[src/rtl/prog_ctr_seq.sv]
// Fetch-stage program counter that launches program slots through a Start handshake.
// It supports relative/absolute branches, call/return through a link stack, and halt/done status.
module prog_ctr_seq #(
    parameter int A           = 10,
    parameter int NPROG       = 3,
    parameter int PROG_STRIDE = 100,
    parameter int DEPTH       = 4,
    localparam int PW         = (NPROG > 1) ? $clog2(NPROG) : 1
) (
    input  logic          Clk,
    input  logic          Reset,
    input  logic          Start,
    input  logic          Halt,
    input  logic          Stall,
    input  logic          Branch,
    input  logic          AbsMode,
    input  logic          Call,
    input  logic          Ret,
    input  logic [A-1:0]  Target,
    output logic [A-1:0]  ProgCtr,
    output logic [PW-1:0] ProgNum,
    output logic          Running,
    output logic          Done,
    output logic          StackErr
);

    localparam int SW = $clog2(DEPTH + 1);
    localparam int SN = 1 << SW;

    typedef enum logic [1:0] {IDLE, ARMED, RUN, HALTED} state_t;

    state_t          state, state_n;
    logic [A-1:0]    pc, pc_n;
    logic [PW-1:0]   prog_num, prog_num_n;
    logic [PW-1:0]   next_slot, next_slot_n;
    logic            done, done_n;
    logic            stack_err, stack_err_n;
    logic [SW-1:0]   sp, sp_n;
    logic            start_q;
    logic            push;
    logic [A-1:0]    stack [SN];

    logic            start_rise;
    logic [A-1:0]    jump;
    logic [A-1:0]    pc_inc;
    logic [A-1:0]    slot_base;
    logic [SW-1:0]   top_idx;
    logic            stack_empty;
    logic            stack_full;

    always_ff @(posedge Clk or posedge Reset) begin
        if (Reset) begin
            state     <= IDLE;
            pc        <= '0;
            prog_num  <= '0;
            next_slot <= '0;
            done      <= 1'b0;
            stack_err <= 1'b0;
            sp        <= '0;
            start_q   <= 1'b0;
        end else begin
            state     <= state_n;
            pc        <= pc_n;
            prog_num  <= prog_num_n;
            next_slot <= next_slot_n;
            done      <= done_n;
            stack_err <= stack_err_n;
            sp        <= sp_n;
            start_q   <= Start;
        end
    end

    // Return addresses are written at the current stack pointer on a successful push.
    always_ff @(posedge Clk or posedge Reset) begin
        if (Reset) begin
            for (int i = 0; i < SN; i++) begin
                stack[i] <= '0;
            end
        end else if (push) begin
            stack[sp] <= pc_inc;
        end
    end

    always_comb begin
        start_rise  = Start && !start_q;
        pc_inc      = pc + A'(1);
        jump        = AbsMode ? Target : pc + Target;
        slot_base   = A'(32'(next_slot) * 32'(PROG_STRIDE));
        top_idx     = sp - SW'(1);
        stack_empty = (sp == '0);
        stack_full  = (sp == SW'(DEPTH));

        state_n     = state;
        pc_n        = pc;
        prog_num_n  = prog_num;
        next_slot_n = next_slot;
        done_n      = done;
        stack_err_n = stack_err;
        sp_n        = sp;
        push        = 1'b0;

        case (state)
            IDLE, HALTED: begin
                if (start_rise) begin
                    state_n = ARMED;
                end
            end
            ARMED: begin
                if (!Start) begin
                    state_n     = RUN;
                    pc_n        = slot_base;
                    prog_num_n  = next_slot;
                    next_slot_n = (next_slot == PW'(NPROG - 1)) ? '0 : next_slot + PW'(1);
                    done_n      = 1'b0;
                    stack_err_n = 1'b0;
                    sp_n        = '0;
                end
            end
            RUN: begin
                // Strict priority: abort, halt, stall, return, call, branch, increment.
                if (start_rise) begin
                    state_n = ARMED;
                end else if (Halt) begin
                    state_n = HALTED;
                    done_n  = 1'b1;
                end else if (Stall) begin
                    pc_n = pc;
                end else if (Ret) begin
                    if (!stack_empty) begin
                        pc_n = stack[top_idx];
                        sp_n = top_idx;
                    end else begin
                        stack_err_n = 1'b1;
                        pc_n        = pc_inc;
                    end
                end else if (Call) begin
                    pc_n = jump;
                    if (!stack_full) begin
                        push = 1'b1;
                        sp_n = sp + SW'(1);
                    end else begin
                        stack_err_n = 1'b1;
                    end
                end else if (Branch) begin
                    pc_n = jump;
                end else begin
                    pc_n = pc_inc;
                end
            end
            default: state_n = IDLE;
        endcase
    end

    assign ProgCtr  = pc;
    assign ProgNum  = prog_num;
    assign Running  = (state == RUN);
    assign Done     = done;
    assign StackErr = stack_err;

endmodule

[config.mk]
export PLATFORM = sky130hd
export DESIGN_NAME = prog_ctr_seq
export DESIGN_NICKNAME = d
export VERILOG_FILES = /design/src/rtl/prog_ctr_seq.sv
export SDC_FILE = /design/constraint.sdc
export NUM_CORES = 1
export LEC_CHECK = 0
export CORE_ASPECT_RATIO = 1.1
export CORE_MARGIN = 5
export CORE_UTILIZATION = 58
export CTS_BUF_LIST = sky130_fd_sc_hd__clkbuf_16
export CTS_CLUSTER_SIZE = 30
export DETAILED_ROUTE_END_ITERATION = 10
export DONT_BUFFER_PORTS = 1
export GPL_TIMING_DRIVEN = 0
export PLACE_DENSITY_LB_ADDON = 0.25
export SYNTH_ARGS = -nofsm -noshare
export SYNTH_HDL_FRONTEND = slang
export SYNTH_SLANG_ARGS = --single-unit
[constraint.sdc]
create_clock -name Clk -period 3.3 [get_ports Clk]
set_input_delay 0.495 -clock Clk [delete_from_list [all_inputs] [get_ports Clk]]
set_output_delay 0.495 -clock Clk [all_outputs]
set_load 0.05 [all_outputs]
**After elaboration in Yosys (flattened, before gate mapping)**

Index checks and enable logic that the tools add are counted.

- Order comparisons: 3
- Multiply operators: 1
- $add $sub $neg: 5
- Reduce and logical (&&, ||, !) cells: 13
- Multiplexer cells: 50
- Bitwise logic cells: 3
- Equality and inequality tests: 17

Operator list:

| kind | count |
|---|---|
| $mux W10 | 12 |
| $bwmux W80 | 1 |
| $bmux W10 S3 | 1 |
| $demux W10 S3 | 1 |
| $mux W3 | 8 |
| $pmux W10 S2 | 1 |
| $mux W1 | 17 |
| $reduce_and A8 Y1 | 2 |
| $ne A2 B2 Y1 const B | 6 |
| $add A10 B1 Y10 const B | 1 |
| $add A10 B10 Y10 | 1 |
| $mux W2 | 5 |
| $ne A3 B2 Y1 const B | 3 |
| $ne A3 B3 Y1 const B | 3 |
| $ge A4 B4 Y1 const B | 2 |
| $not A3 Y4 | 2 |
| $mul A2 B5 Y7 const B | 1 |
| $eq A2 B2 Y1 const B | 3 |
| $pmux W2 S3 | 1 |
| $pmux W3 S2 | 1 |
| $reduce_and A5 Y1 | 1 |
| $lt A4 B1 Y1 const B | 1 |
| $pmux W1 S2 | 2 |
| $reduce_and A4 Y1 | 1 |
| 14 further kinds | 15 |

- Word-level logic and storage cells: 108
- Output and inout bits: 15
- Input port bits: 19
- Flip-flop bits (word level): 102

**Longest topological paths before layout**

- Depth after elaboration: 11
- Gate-level depth with buffers: 12
- Mapped depth without buffers: 10

**Worst setup path after synthesis**

No wires, ideal clock.

- Path kind: reg2reg
- Start point: reg pc[0], in the netlist ProgCtr[0]
- End point: reg pc[8], in the netlist ProgCtr[8]
- Path slack: 674 ps
- Clock period less this slack: 2626 ps
- Data required time: 3174 ps
- Stages on the path, launching flop included: 11
- Arrival time: 2500 ps
- Path through: dfrtp_1 ha_1 inv_1 fa_1 nor2b_4 o31a_1 o21a_1 o311ai_2 mux2i_1 o31a_1 o32a_1

- Longest elaborated chain between the ends: 9
- Elaborated cells on any way between the ends: 11
- Those cells by class: add/sub (2); mux (9)

Ends and longest elaborated chain:

| what | RTL line | RTL |
|---|---|---|
| from (decl) | 33 | `logic [A-1:0] pc, pc_n;` |
| from (signal assigned) | 63 | `pc <= pc_n;` |
| $add A10 B10 Y10 | 87 | `jump = AbsMode ? Target : pc + Target;` |
| $mux W10 | 87 |  |
| $mux W10 | 144 | `end else if (Branch) begin` |
| $mux W10 | 136 | `end else if (Call) begin` |
| $mux W10 * | 128 | `end else if (Ret) begin` |
| $mux W10 * | 126 | `end else if (Stall) begin` |
| $mux W10 * | 123 | `end else if (Halt) begin` |
| $mux W10 * | 121 | `if (start_rise) begin` |
| $pmux W10 S2 * | 102 | `case (state)` |

Every way passes the cells marked *; elsewhere a longest branch is shown, timed or not. The select of a mux whose other input is x is not followed.
A chain may end at the register's enable or synchronous reset.

**Worst setup path after layout**

- Start point: reg state[0]
- End point: reg stack[9] (netlist name)

- Longest elaborated chain between the ends: 2

Ends and longest elaborated chain:

| what | RTL line | RTL |
|---|---|---|
| from (decl) | 32 | `state_t state, state_n;` |
| from (signal assigned) | 62 | `state <= state_n;` |
| $eq A2 B2 Y1 | -- |  |
| net Running | 22 | `output logic Running,` |
| $mux W1 | 102 |  |
| to (signal, indexed assignment) | 80 | `stack[sp] <= pc_inc;` |
| to (decl) | 41 | `logic [A-1:0] stack [SN];` |

The timed path passes the listed nets, and every way through them passes these cells.

==> impl_metrics.toml <==
[outcome]
status = "finished, final reports clean"

[clock_network]
cts.reportedPaths.clkPinSlew_ps = 80
cts_buffer_depth = 2
cts_tree = "done"
cts_htree_levels = 3
cts_buffers = 9
insertion_delay_ps = 360
post-cts-setup-buffer-count = 0
clkSinkCount = 102
ctsRootBufferMaster = "clkbuf_16"

[placement]
placed_cell_area_um2 = 5720
dp_hpwl_um = 9710
gp_congestion = 0.902
io_buffers = 0
pre_cts_ws_ps = 161

[grt]
grt_pass1_vias = 4244
antenna_found_initial = 0
gr-total-overflow = 0
grt_max_degree = 77
grt_pass1_wl_um = 22100
grt.total_usage = 0.250

[worst_setup_path]
crit_buf_inv = 4
cpMaxStageDelayCell = "ha_1"
worstSetupPathType = "flop to flop"
required_ps = 3510
worstPathArrival_ps = 3340
cp-end-kind = "flop"
crit_chain = "inv_1, ha_1, buf_4, inv_2, nor2_4, nand4_1, nor2_1, nand3_1, clkbuf_1, nand2_1, o21ai_0"
path_max_fanout = 10
cp_slowest_stage_delay_ps = 480
startpoint_type = "flop"
path_delay_family = "simple AND/OR/NAND/NOR gates"

[sta]
fin_crit_sh = 0.951
fin_ws_ps = 163
setup_violations = 0
worst_pin_slew_ps = 1020
slew_headroom = 0.314
fmax_ghz = 0.319
final.setup.tns_ps = 0
rsz0062_at_grt = "false"
finClkSkew_ps = 9.59
hold_violations = 0
fin_crit_ps = 3140
slew_violations = 0

[final_layout]
fillers = 751
final_nets = 596
regArea_um2 = 2550
drive_gt1_frac = 0.135
finish.instance_area_um2 = 6020
final_util = 0.644
num_antenna_cells = 0
multiInputGateArea_um2 = 2780
area_delta_synth_final_pct = 8.59

[synth]
avgSynthCellArea_um2 = 10.2
synth_edf_count = 0
yosys.area.top_type = "dfrtp_1"
netlist-cell-type-count = 58
synth_most_common_cell = "dfrtp_1"
synthTopCellsByCount = "102 x dfrtp_1, 63 x nor2_1, 56 x a21oi_1, 56 x nand2_1, 47 x o21ai_0"
synth_top_family_by_area = "compound AO/OA/AOI/OAI gates"
synth_nets = 584
syn_inst = 545
ys_warn_count = 0
ys_async_sr_fraction = 1.00
synth_ff_type = "dfrtp_1"
synth_compound_area_frac = 0.151
synth_top_cells_by_area = "dfrtp_1 46%, mux4_2 8.1%, a21oi_1 5.1%, ha_1 4.3%, nor2_1 4.3%"
synth_top_area_share = 0.460
synth-seq-cells = 102
synthSimpleGateAreaFrac = 0.143
synth.yosys.seq_area_share = 0.460
synth-adder-area-share = 0.0465
synth.area.mux_share = 0.134
synth.cell_area_um2 = 5550
synth-xor-area-share = 0.0253

[detailed_routing]
initialDrtViolationCount = 269
drtAntennaViolNets = 0
wl_per_cell_um = 20.6
viasPerCell = 6.36
drt_pass1_iterations = 5
num_vias = 4316
drc = 0
wl_um = 14000

[power_and_ir_drop]
p_total_mw = 5.14
powerDensity_nw_per_um2 = 853
leakage_nw = 2.68
ir_drop_mv = 0.336

[die]
die_area_um2 = 11600
die_y_um = 113
rows = 37
io_pins = 34
core_um2 = 9350
initial_core_util = 0.593
die_width_um = 103

[flow_run]
drv_cap = 0

[worst_hold_path]
hold_path.class = "primary input to flop"
-- report_power, final --
group	total [mW]	switching [mW]	internal, mW
clock network	1.05	0.522	0.530
registers	2.01	0.539	1.47
logic	2.08	1.28	0.795
total	5.14	2.34	2.80
-- kinds of logic after synthesis --
family	after synthesis
simple gates	168
compound gates	143
flops	102
buf+inv	48
mux	48
fa+ha+maj	20
xor+xnor	16
-- through the flow --
stage,hold WS [ps],instances
2_1_floorplan,445,545
5_1_grt,152,679
4_1_cts,157,680
3_5_place_dp,376,663
6_report,169,679
3_3_place_gp,457,662
-- final cells by class --
type | instances | area share
inverter | 19 | 0.0123
timing repair buffer | 2 | 0.00623
sequential | 102 | 0.424
buffer | 28 | 0.0239
clock inverter | 7 | 0.0106
tap | 117 | 0.0243
multi-input combinational | 395 | 0.462
clock buffer | 9 | 0.0374
-- timing repair --
| action | 4_1_cts | 5_1_grt |
|---|---|---|
| resized for setup | 0 | 1 |
| hold endpoints to repair | 25 | 0 |
| hold buffers | 1 | 0 |
| endpoints found under the setup margin | 0 | 2 |
-- worst paths after layout --
| path | from | end | slack, ps | cells after the start |
|---|---|---|---|---|
| max | state[0] | stack[9] | 160 | 11 |
| min | Start | start_q | 170 | 0 |
| max reg2reg | state[0] | stack[9] | 160 | 11 |
| min reg2reg | stack[68] | stack[68] | 480 | 2 |
| max in group asynchronous | Reset | stack[41] | 2010 | 3 |
| min in group asynchronous | Reset | stack[54] | 600 | 2 |
-- layout by cell type (no fill, tap or decap), types with 9 or more instances in the layout --
cell type,Yosys,final
clkbuf_16,0,9
a21oi_1,56,56
nand3_1,15,14
nor2_1,63,63
mux4_2,20,20
mux2i_1,17,17
inv_1,17,16
mux2_2,10,10
o21ai_0,47,47
nand2_1,56,56
buf_2,9,9
ha_1,19,19
xnor2_1,10,10
clkbuf_1,12,11
dfrtp_1,102,102
-- flip-flops by register name, indices dropped and copies added, names as in the netlist --
name       cells
next_slot      2
stack         80
Done           1
sp             3
ProgNum        2
state          2
start_q        1
StackErr       1
ProgCtr       10
-- layer usage --
| metal | routed length (µm) | track usage |
|---|---|---|
| met1 | 5780 | 0.329 |
| met3 | 873 | 0.0572 |
| met2 | 6870 | 0.396 |
| met4 | 446 | 0.105 |
| met5 | 0 | 0 |
Note: power is estimated with default switching activity, not from simulation.
